--- src/rtl/bram_sample_recorder_if.sv ---
// BRAM port bundle shared by the recorder and the PS-side BRAM.
// The master drives address, data, enable, reset and write enables. The slave returns read data.
interface bram_sample_recorder_if;
  logic [31:0] BRAM_addr;
  logic [31:0] BRAM_din;
  logic [31:0] BRAM_dout;
  logic        BRAM_en;
  logic        BRAM_rst;
  logic [3:0]  BRAM_we;

  modport master (
    output BRAM_addr,
    output BRAM_din,
    output BRAM_en,
    output BRAM_rst,
    output BRAM_we,
    input  BRAM_dout
  );

  modport slave (
    input  BRAM_addr,
    input  BRAM_din,
    input  BRAM_en,
    input  BRAM_rst,
    input  BRAM_we,
    output BRAM_dout
  );
endinterface

--- src/rtl/bram_sample_recorder.sv ---
// Records a 16-bit sample stream into BRAM, one sample per 32-bit word, starting at byte address 0.
// Define BRAM_RECORDER_LOOP_EN for circular capture, where only stop ends a recording.
module bram_sample_recorder #(
  parameter int NUM_WORDS = 256
) (
  input  logic                          BRAM_clk,
  input  logic                          rst,
  bram_sample_recorder_if.master        bram,
  input  logic                          start,
  input  logic                          stop,
  input  logic [15:0]                   sample_in,
  input  logic                          sample_valid,
  output logic                          sample_ready,
  output logic                          busy,
  output logic                          done,
  output logic [15:0]                   words_written,
  output logic                          wrapped
);

  typedef enum logic [1:0] {IDLE, RECORD, DONE} state_t;

  localparam logic [15:0] LAST_IDX = 16'(NUM_WORDS - 1);
  localparam logic [15:0] MAX_CNT  = 16'(NUM_WORDS);

  state_t      state_q, state_d;
  logic [15:0] index_q, index_d;
  logic [15:0] count_q, count_d;
  logic [31:0] addr_q, addr_d;
  logic [31:0] din_q, din_d;
  logic        en_q, en_d;
  logic [3:0]  we_q, we_d;
  logic        bramRst_q;
  logic        xfer;
  logic        unusedDout;
`ifdef BRAM_RECORDER_LOOP_EN
  logic        wrapped_q, wrapped_d;
`endif

  assign xfer = sample_valid && (state_q == RECORD);

  always_comb begin
    state_d = state_q;
    index_d = index_q;
    count_d = count_q;
    addr_d  = addr_q;
    din_d   = din_q;
    en_d    = 1'b0;
    we_d    = 4'h0;
`ifdef BRAM_RECORDER_LOOP_EN
    wrapped_d = wrapped_q;
`endif
    case (state_q)
      IDLE, DONE: begin
        if (start) begin
          state_d = RECORD;
          index_d = 16'd0;
          count_d = 16'd0;
`ifdef BRAM_RECORDER_LOOP_EN
          wrapped_d = 1'b0;
`endif
        end
      end
      RECORD: begin
        // The write is registered here and sits on the port for the whole next cycle.
        if (xfer) begin
          addr_d  = {14'd0, index_q, 2'b00};
          din_d   = {16'h0000, sample_in};
          en_d    = 1'b1;
          we_d    = 4'hF;
          index_d = index_q + 16'd1;
          if (count_q != MAX_CNT) begin
            count_d = count_q + 16'd1;
          end
          if (index_q == LAST_IDX) begin
`ifdef BRAM_RECORDER_LOOP_EN
            index_d   = 16'd0;
            wrapped_d = 1'b1;
`else
            state_d = DONE;
`endif
          end
        end
        if (stop) begin
          state_d = DONE;
        end
      end
      default: state_d = IDLE;
    endcase
  end

  always_ff @(posedge BRAM_clk) begin
    if (rst) begin
      state_q   <= IDLE;
      index_q   <= 16'd0;
      count_q   <= 16'd0;
      addr_q    <= 32'd0;
      din_q     <= 32'd0;
      en_q      <= 1'b0;
      we_q      <= 4'h0;
      bramRst_q <= 1'b1;
`ifdef BRAM_RECORDER_LOOP_EN
      wrapped_q <= 1'b0;
`endif
    end else begin
      state_q   <= state_d;
      index_q   <= index_d;
      count_q   <= count_d;
      addr_q    <= addr_d;
      din_q     <= din_d;
      en_q      <= en_d;
      we_q      <= we_d;
      bramRst_q <= 1'b0;
`ifdef BRAM_RECORDER_LOOP_EN
      wrapped_q <= wrapped_d;
`endif
    end
  end

  assign bram.BRAM_addr = addr_q;
  assign bram.BRAM_din  = din_q;
  assign bram.BRAM_en   = en_q;
  assign bram.BRAM_we   = we_q;
  assign bram.BRAM_rst  = bramRst_q;
  assign unusedDout     = ^bram.BRAM_dout;

  assign sample_ready  = (state_q == RECORD);
  assign busy          = (state_q == RECORD);
  assign done          = (state_q == DONE);
  assign words_written = count_q;
`ifdef BRAM_RECORDER_LOOP_EN
  assign wrapped = wrapped_q;
`else
  assign wrapped = 1'b0;
`endif

endmodule

--- src/flat_wrapper.sv ---
// flat-port wrapper written by rule: the top's interface ports become plain ports
module bram_sample_recorder_flat 
#(
  parameter int NUM_WORDS = 256
)
  (BRAM_clk, rst, start, stop, sample_in, sample_valid, sample_ready, busy, done, words_written, wrapped, bram_BRAM_addr, bram_BRAM_din, bram_BRAM_en, bram_BRAM_rst, bram_BRAM_we, bram_BRAM_dout);
  bram_sample_recorder_if bram_i ();
  input  logic BRAM_clk;
  input  logic rst;
  input  logic start;
  input  logic stop;
  input  logic [15:0] sample_in;
  input  logic sample_valid;
  output logic sample_ready;
  output logic busy;
  output logic done;
  output logic [15:0] words_written;
  output logic wrapped;
  output wire logic [$bits(bram_i.BRAM_addr)-1:0] bram_BRAM_addr;
  output wire logic [$bits(bram_i.BRAM_din)-1:0] bram_BRAM_din;
  output wire logic [$bits(bram_i.BRAM_en)-1:0] bram_BRAM_en;
  output wire logic [$bits(bram_i.BRAM_rst)-1:0] bram_BRAM_rst;
  output wire logic [$bits(bram_i.BRAM_we)-1:0] bram_BRAM_we;
  input wire logic [$bits(bram_i.BRAM_dout)-1:0] bram_BRAM_dout;
  assign bram_BRAM_addr = bram_i.BRAM_addr;
  assign bram_BRAM_din = bram_i.BRAM_din;
  assign bram_BRAM_en = bram_i.BRAM_en;
  assign bram_BRAM_rst = bram_i.BRAM_rst;
  assign bram_BRAM_we = bram_i.BRAM_we;
  assign bram_i.BRAM_dout = bram_BRAM_dout;
  bram_sample_recorder #(.NUM_WORDS(NUM_WORDS)) u_core (.BRAM_clk(BRAM_clk), .rst(rst), .bram(bram_i), .start(start), .stop(stop), .sample_in(sample_in), .sample_valid(sample_valid), .sample_ready(sample_ready), .busy(busy), .done(done), .words_written(words_written), .wrapped(wrapped));
endmodule
--- config.mk ---
export PLATFORM = sky130hd
export DESIGN_NAME = bram_sample_recorder_flat
export DESIGN_NICKNAME = d
export VERILOG_FILES = /design/src/rtl/bram_sample_recorder_if.sv /design/src/rtl/bram_sample_recorder.sv /design/src/flat_wrapper.sv
export SDC_FILE = /design/constraint.sdc
export NUM_CORES = 1
export LEC_CHECK = 0
export CAP_MARGIN = 5
export CORE_MARGIN = 10
export CORE_UTILIZATION = 30
export CTS_CLUSTER_DIAMETER = 200
export DETAILED_ROUTE_END_ITERATION = 16
export SLEW_MARGIN = 20
export SYNTH_ARGS = -nofsm -noshare
export SYNTH_HDL_FRONTEND = slang
export SYNTH_SLANG_ARGS = --single-unit
--- constraint.sdc ---
create_clock -name BRAM_clk -period 1.7 [get_ports BRAM_clk]
set_input_delay 0.34 -clock BRAM_clk [delete_from_list [all_inputs] [get_ports BRAM_clk]]
set_output_delay 0.34 -clock BRAM_clk [all_outputs]
set_load 0.01 [all_outputs]
==> flow_summary_export.csv <==
group,metric,value,unit
status,outcome,"complete, no violations",
sta,fmax,0.603,GHz
setup_path,crit_path_end,"words_written[15]",
place,routabilityCongestion,0.806,
global_routing,grt-busiest-layer,"met2",
place,placed_area,4110,µm²
logic_synthesis,ys_warn_count,0,
global_routing,grt_max_degree,39,
global_routing,gr-total-overflow,0,
die,core_area,10400,µm²
drt,dr.pass1.iters,4,
logic_synthesis,synth_area,3190,µm²
global_routing,grtUsageTotal,11.0,%
final_layout,area_growth,36.3,%
setup_path,start_kind,"flip-flop",
setup_path,cp.required,1360,ps
logic_synthesis,ys.flop_type,"dfxtp_1",
drt,post_drt_wl_per_cell,14.0,µm
logic_synthesis,synth-async-reset-ratio,0,%
setup_path,path_buf_inv,1,
logic_synthesis,synth_edf_count,0,
setup_path,crit_fanout,4,
sta,setup_ws,41.0,ps
power_and_ir_drop,peakVddDrop,0.422,mV
final_layout,fin_util,42.0,%
power_and_ir_drop,power_density,751,nW/µm²
clocking,cts_root_buf,"clkbuf_8",
global_routing,grt_util_met2,18.0,%
flow_run,maxCapViolations,0,
global_routing,grt_pass1_wl,13.4,mm
logic_synthesis,yosysTopAreaCell,"dfxtp_1",
clocking,cts-buffers-inserted,9,
worst_hold_path,min_from,"u_core.bram.BRAM_addr[17]",
drt,ant_nets,0,
die,dieArea,15200,µm²
die,fp.dieH,123,µm
sta,rsz0062_at_grt,"true",
setup_path,crit_family,"buffers and inverters",
die,start_util,30.8,%
final_layout,seqCellArea,1380,µm²
power_and_ir_drop,p_leak,1.56,nW
drt,vias_per_cell,4.65,
setup_path,path_class,"reg -> out",
logic_synthesis,synth_seq_area_share,42.6,%
clocking,clk_pin_slew,70,ps
power_and_ir_drop,fin_total_pwr,0.00327,W
logic_synthesis,syn_avg_cell_area,8.23,µm²
setup_path,arrival,1320,ps
setup_path,worstRegToRegCells,4,
logic_synthesis,yosysUniqueCellTypes,52,
die,row_count,37,
clocking,clk_latency,350,ps
setup_path,reg2reg_from,"u_core.state_q[1]",
final_layout,multi_input_comb_area,1570,µm²
global_routing,gr-usage-met1,13.5,%
final_layout,drive_above_1_share,15.2,%
die,ioPinCount,143,
final_layout,layout_commonest_cell,"nand2_1",
final_layout,final_area,4350,µm²
setup_path,reg2reg_slack,120,ps
sta,timing.final.crit_share,97.6,%
setup_path,r2r-end,"u_core.index_q[15]",
final_layout,mostFrequentLayoutCells,"77 x nand2_1, 71 x clkdlybuf4s50_1, 57 x dfxtp_1, 48 x a21oi_1, 33 x conb_1",
logic_synthesis,yosysTopAreaCellShare,42.6,%
global_routing,grt_antenna_before_repair,0,
clocking,ctsHoldBuffers,0,
sta,hold_violations,0,
setup_path,max_stage_delay,570,ps
die,die_w,123,µm
logic_synthesis,syn_inst,388,
place,dpl.hpwl,6.47,mm
setup_path,cp-end-kind,"output port",
logic_synthesis,synth-seq-cells,68,
setup_path,worst-path-stages,1,
place,portBuffers,77,
sta,finalSetupViolCount,0,
drt,drtIter0Drc,235,
global_routing,grt_pass1_vias,2603,
logic_synthesis,synth_area_leaders,"dfxtp_1 43%, nand2_1 9.0%, buf_4 8.9%",
drt,vias,2892,
clocking,cts_sinks,68,
clocking,htreeDepth,3,
final_layout,final_nets,537,
final_layout,fill_cells,1052,
worst_hold_path,hp-class,"reg -> reg",
final_layout,antenna_cells,0,
drt,postRouteWirelength,8.73,mm
setup_path,crit_start,"u_core.words_written[15]",
global_routing,met3_usage,2.55,%
sta,fin_worst_skew,8.16,ps
sta,slew_violations,0,
drt,drc,0,
setup_path,crit_path_cell_trace,"clkdlybuf4s50_1",
clocking,cts_tree,"built",
clocking,cts_buffer_depth,2,
sta,min_period,1660,ps
setup_path,slowest_stage,"clkdlybuf4s50_1",
sta,tns,0,ps
place,place_ws,-386,ps
[flip-flops by register name (all words and copies together) (netlist names)]
| register | flops |
|---|---|
| u_core.bram.BRAM_addr | 16 |
| u_core.bram.BRAM_din | 16 |
| u_core.bram.BRAM_rst | 1 |
| u_core.bram.BRAM_we | 1 |
| u_core.index_q | 16 |
| u_core.state_q | 2 |
| u_core.words_written | 16 |
[logic make-up after synthesis]
group | count (synthesis) | synth area share [%]
flops | 68 | 42.6
compound gates | 83 | 15.7
fa+ha+maj | 3 | 1.18
simple gates | 156 | 24.4
buf+inv | 66 | 12.9
other cells | 1 | 0.117
xor+xnor | 9 | 2.47
mux | 2 | 0.627
[how the worst min path moves through the flow]
stage                     depth (start not counted)  slack (ps)                         to
after global routing                              2         470  u_core.bram.BRAM_addr[15]
after global placement                            2         440   u_core.bram.BRAM_din[14]
final                                             2         450  u_core.bram.BRAM_addr[17]
after CTS                                         2         460  u_core.bram.BRAM_addr[17]
after detailed placement                          2         450  u_core.bram.BRAM_addr[11]
after floorplan                                   0         370       u_core.bram.BRAM_rst
[metal layers]
layer | share of wire, % | wire length [µm]
met1 | 43 | 3750
met3 | 5.9 | 514
met4 | 2.1 | 185
met5 | 0 | 0
met2 | 49 | 4280
[synthesized netlist by cell type, types with 3 or more instances]
cell type and count:
o211ai_1 4, dfxtp_1 68, nand2b_1 4, or3_1 10
nor2b_1 4, xnor2_1 5, nor2_1 19, or4_1 5
nand3b_1 4, a21oi_1 49, nand2_1 77, o2111ai_1 3
buf_4 38, nand4_1 8, inv_1 6, nand3_1 6
o21ai_0 10, xor2_1 4, buf_2 5, ha_1 3
a211oi_1 3, clkbuf_1 13
[layout make-up]
cell class              count  share of cell area [%]
clock buffers              10                    2.93
multi-input cells         286                    36.2
clock inverters             6                    1.47
repair buffers            110                    23.4
well taps                 136                    3.91
inverters                   6                   0.517
flip-flops and latches     68                    31.6
[tightest hold or removal path: stages (launching register included)]
cell and delay (ps):
dfxtp_1 310, nand2_1 50, a21oi_1 50
[stage by stage]
stage / cells / hold WS (ps)
6_report: 622 / 454
5_1_grt: 622 / 475
4_1_cts: 621 / 457
3_5_place_dp: 605 / 446
3_3_place_gp: 605 / 443
2_1_floorplan: 420 / 368
[timing repair]
item,in CTS,in global routing
setup endpoints to repair,13,24
pin swaps,0,2
setup buffers,0,1
gates cloned,0,0
resized for setup,12,18
[power by group]
| group | switching, W | internal, W |
|---|---|---|
| registers | 0.0000125 | 0.00161 |
| clock network | 0.000650 | 0.000678 |
| logic | 0.000180 | 0.000135 |
Power figures use the tool's default switching activity.
